### src/rtl/neopixel_pkg.sv
// Shared frame geometry and controller state encoding for the neopixel frame path.
package neopixel_pkg;
  localparam int NUM_LEDS = 16;
  localparam int LED_W    = 24;
  localparam int FB_W     = LED_W * NUM_LEDS;

  typedef enum logic {
    IDLE    = 1'b0,
    PENDING = 1'b1
  } state_t;
endpackage

### src/rtl/neopixel_frame_ctrl_rr_arb2.sv
// Two-port round-robin arbiter: combinational grant, pointer moves only on an accepted grant.
// A zero pointer favours port 0; after serving a port the other port is favoured.
module rr_arb2 (
  input  logic       clk,
  input  logic       rst,
  input  logic [1:0] req,
  input  logic       advance,
  output logic [1:0] gnt
);

  logic r_ptr;

  always_comb begin
    gnt = 2'b00;
    if (req[0] && (!req[1] || !r_ptr)) begin
      gnt[0] = 1'b1;
    end else if (req[1]) begin
      gnt[1] = 1'b1;
    end
  end

  always_ff @(posedge clk or posedge rst) begin
    if (rst) begin
      r_ptr <= 1'b0;
    end else if (advance) begin
      r_ptr <= gnt[0];
    end
  end

endmodule

### src/rtl/neopixel_frame_ctrl.sv
// Double-buffered pixel store: writes land in back, commit swaps to front at the next frame_sync.
// Writes are acked combinationally, one per cycle; acks drop while a swap is pending.
module neopixel_frame_ctrl
  import neopixel_pkg::*;
#(
  parameter int  NUM_LEDS = neopixel_pkg::NUM_LEDS,
  localparam int FB_W     = LED_W * NUM_LEDS
) (
  input  logic            clk,
  input  logic            rst,
  input  logic            frame_sync,
  input  logic            req0,
  input  logic            req1,
  input  logic [3:0]      addr0,
  input  logic [3:0]      addr1,
  input  logic [23:0]     rgb0,
  input  logic [23:0]     rgb1,
  output logic            ack0,
  output logic            ack1,
  input  logic            commit,
  output logic [FB_W-1:0] framebuf,
  output logic            pending,
  output logic [7:0]      swap_count,
  output logic            addr_err
);

  state_t            r_state;
  logic [FB_W-1:0]   r_back;
  logic [FB_W-1:0]   r_front;
  logic [7:0]        r_swap_count;
  logic              r_addr_err;

  logic              w_open;
  logic [1:0]        w_req;
  logic [1:0]        w_gnt;
  logic              w_wr;
  logic [3:0]        w_addr;
  logic [LED_W-1:0]  w_rgb;

  // Requests are masked while pending or in reset so the committed frame cannot tear.
  assign w_open = (r_state == IDLE) && !rst;
  assign w_req  = {req1, req0} & {2{w_open}};
  assign w_wr   = |w_gnt;
  assign w_addr = w_gnt[1] ? addr1 : addr0;
  assign w_rgb  = w_gnt[1] ? rgb1  : rgb0;

  rr_arb2 u_arb (
    .clk     (clk),
    .rst     (rst),
    .req     (w_req),
    .advance (w_wr),
    .gnt     (w_gnt)
  );

  always_ff @(posedge clk or posedge rst) begin
    if (rst) begin
      r_state      <= IDLE;
      r_back       <= '0;
      r_front      <= '0;
      r_swap_count <= 8'd0;
      r_addr_err   <= 1'b0;
    end else begin
      if (w_wr) begin
        for (int n = 0; n < NUM_LEDS; n++) begin
          if (w_addr == 4'(n)) r_back[n*LED_W +: LED_W] <= w_rgb;
        end
        if (int'(w_addr) >= NUM_LEDS) r_addr_err <= 1'b1;
      end
      case (r_state)
        IDLE: begin
          // A frame_sync coinciding with commit is deliberately not a swap.
          if (commit) r_state <= PENDING;
        end
        PENDING: begin
          if (frame_sync) begin
            r_front      <= r_back;
            r_swap_count <= r_swap_count + 8'd1;
            r_state      <= IDLE;
          end
        end
        default: r_state <= IDLE;
      endcase
    end
  end

  assign ack0       = w_gnt[0];
  assign ack1       = w_gnt[1];
  assign framebuf   = r_front;
  assign pending    = (r_state == PENDING);
  assign swap_count = r_swap_count;
  assign addr_err   = r_addr_err;

endmodule

### config.mk
export PLATFORM = sky130hd
export DESIGN_NAME = neopixel_frame_ctrl
export DESIGN_NICKNAME = d
export VERILOG_FILES = /design/src/rtl/neopixel_pkg.sv /design/src/rtl/neopixel_frame_ctrl_rr_arb2.sv /design/src/rtl/neopixel_frame_ctrl.sv
export SDC_FILE = /design/constraint.sdc
export NUM_CORES = 2
export LEC_CHECK = 0
export BUFFER_PORTS_ARGS = -buffer_cell sky130_fd_sc_hd__buf_2
export CAP_MARGIN = 25
export CORE_ASPECT_RATIO = 1.5
export CORE_MARGIN = 4
export CORE_UTILIZATION = 56
export CTS_CLUSTER_SIZE = 14
export DETAILED_ROUTE_END_ITERATION = 8
export HOLD_SLACK_MARGIN = 0.12
export PLACE_DENSITY = 0.88
export SYNTH_ARGS = -nofsm -noshare
export SYNTH_HDL_FRONTEND = slang
export SYNTH_SLANG_ARGS = --single-unit
### constraint.sdc
create_clock -name clk -period 73.8 [get_ports clk]
set_input_delay 14.76 -clock clk [delete_from_list [all_inputs] [get_ports clk]]
set_output_delay 14.76 -clock clk [all_outputs]
set_load 0.05 [all_outputs]
==> out/metrics.cfg <==
[synth]
yosysWarnings = 1
synthCells = 2593
synth_seq_cells = 778
syn_area_um2 = 30100
synthDistinctLibCells = 42
synth_nets = 2656
ys_seq_area_share_pct = 64.6
synthArstFlopShare_pct = 100
ys.flop_type = dfrtp_1
synth_edf_count = 0
syn_avg_cell_area_um2 = 11.6

[setup_path]
path_delay_family = buffers and inverters
crit_top_cell = buf_2
max_stage_delay_ns = 0.48
critPathArrivalTime_ns = 16.67
path_buf_inv = 3
worstReg2RegEnd = framebuf[230]$_DFFE_PP0P_
path_class = in -> out
cp_data_required_time_ns = 59.04
r2r_start = pending$_DFF_PP0_
critPathLaunchType = input pin
r2r_cells = 5
rrSetupSlack_ns = 70.40
crit_chain = buf_2, nand2b_1, nand3_4, inv_4, buf_2
worstSetupEndpointType = output pin
crit_path_max_fanout = 25
crit_path_top_delay_cell = nand3_4

[sta]
setup_viol = 0
maxSlewViolCount = 0
setup-tns-final_ns = 0
clock.fmax_mhz = 31.8
maxSlewHeadroom_pct = 26.0
grt_setup_unrepaired = false
finClkSkew_ns = 0.0287
hold_viol = 0
fin_crit_sh_pct = 42.6
layout_min_cycle_time_ns = 31.43
worst_slew_pin_slew_ns = 1.11

[clock_tree]
cts_setup_buffers = 0
cts_buffers = 72
insertion_delay_ns = 0.61
cts_tree = built
root_buffer = clkbuf_16
cts_resized = 0
cts.clk_slew.worst_paths_ns = 0.06
htree_levels = 3
clock_sinks = 778
max-clock-path-buffers = 3
cts_hold_buf = 0

[cells_and_area]
area_growth_syn_to_layout_pct = 17.0
layout_common_cells = nand2_1, dfrtp_1, buf_2, mux2_2, clkbuf_16
final_common_cell = nand2_1
final_cells = 3733
finalNetCount = 3058
fillCellCount = 3652
final_layout_size_suffix_gt1_share_pct = 33.9

[global_routing]
antenna_found_initial = 6
grt_pass1_vias = 21300
grt_pass1_wl_um = 125000
gr-total-overflow = 0
grt_max_degree = 170
track_usage_pct = 28.1

[floorplanning]
dieArea_um2 = 57600
std_cell_rows = 103
die-width_um = 197
die_y_um = 292
coreArea_um2 = 53000
start_util_pct = 56.9
io-pin-count = 458

[place]
io_buffers = 456
dp_cells = 3597
hpwl_um = 51000
gp_congestion = 0.834

[detailed_routing]
drt_pre_antenna_iters = 6
drc_errors = 0
drt-total-wl_um = 82000
wl_per_cell_um = 22.0
antenna_left = 0
vias_per_cell = 5.59
vias = 20900
drt_iter0_drc = 1516

[worst_hold_path]
min_to = framebuf[60]$_DFFE_PP0P_
hp-start = r_back[60]$_DFFE_PP0P_
min_path_type = reg -> reg
hold_depth = 2

[power_and_ir_drop]
p_leak_nw = 19.1
peakVddDrop_uv = 33.3
p_per_area_nw_per_um2 = 42.1

[outcome]
status = finished clean

[job]
cap_violations = 0

## through the flow
stage | area, um^2 | util [%] | power (mW) | hold WS [ns] | worst slack (ns)
after floorplan | 30100 | - | 0.975 | 0.433 | 37.20
after global placement | 32700 | 61.7 | 1.09 | 0.441 | 42.42
after detailed placement | 32700 | 61.7 | 1.11 | 0.445 | 42.35
after CTS | 35100 | 66.2 | 1.49 | 0.440 | 42.35
after global routing | 35200 | 66.5 | 1.55 | 0.468 | 42.23
final | 35200 | 66.5 | 1.48 | 0.441 | 42.37
## cell type report
type                    instances  area (um^2)  area share [%]
well taps                     682          853            2.42
clock inverters                19          228           0.646
diodes                          5         12.5          0.0355
multi-input cells            1649         9840            27.9
inverters                       3         21.3          0.0603
clock buffers                 106         2160            6.13
repair buffers                491         2670            7.56
flip-flops and latches        778        19500            55.2
## worst reg2reg max path, delay by kind of cell (launching register included)
kind	cells	cell delay [ns]
simple gates	3	1.07
buf+inv	2	1.78
flops	1	0.48
## state kept, by name, indices dropped and copies added (netlist names)
register and count:
u_arb.r_ptr 1, pending 1, framebuf 384, swap_count 8
r_back 384
## synth_stat cells, types with 2 or more instances
library cell / instances / area [um^2]
o41ai_4: 9 / 248
a21oi_1: 2 / 10.0
buf_1: 11 / 41.3
clkbuf_1: 110 / 413
nor2_1: 2 / 7.51
buf_6: 19 / 214
or2_2: 2 / 12.5
mux2_4: 10 / 150
buf_4: 7 / 52.6
mux2_2: 395 / 4450
xor2_1: 2 / 17.5
nand2b_1: 5 / 31.3
nand2_1: 1160 / 4350
nor4b_1: 4 / 35.0
dfrtp_1: 778 / 19500
and4b_1: 4 / 40.0
xnor2_1: 5 / 43.8
buf_2: 15 / 75.1
nor4bb_1: 6 / 60.1
o41a_1: 2 / 22.5
o31a_1: 3 / 26.3
and4_1: 2 / 17.5
nand4_1: 17 / 106
nand3_1: 2 / 10.0
inv_1: 2 / 7.51
mux2_1: 3 / 33.8
## worst max-delay path by stage
stage	from	end	slack (ns)	depth (start not counted)
after floorplan	rst	framebuf[0]$_DFFE_PP0P_	37.20	1
after global placement	req0	ack1	42.42	5
after detailed placement	req0	ack1	42.35	5
after CTS	req0	ack1	42.35	5
after global routing	req0	ack1	42.23	5
final	req0	ack1	42.37	5
## layer usage
metal,up-vias,GRT usage (%),share of wire [%]
met4,0,15.9,6.0
li1,9127,-,-
met5,-,0,0
met2,937,46.9,50
met1,10600,34.9,37
met3,238,4.35,6.7
## report_power, final
group          switching, mW  total [mW]  internal [mW]
registers             0.0794       0.632          0.553
logic                  0.357       0.477          0.120
clock network          0.160       0.375          0.215
## logic make-up (layout without fill, tap and decap cells)
family,Yosys count,in the layout,share of synthesized area [%]
buffers and inverters,166,619,2.75
other,1,6,0.0125
AOI/OAI and AO/OA,20,20,1.18
adders and majority gates,1,1,0.0415
muxes,409,409,15.4
xor gates and xnor gates,7,7,0.204
and+or+nand+nor,1211,1211,15.8
DFF,778,778,64.6
Power figures use the tool's default switching activity.
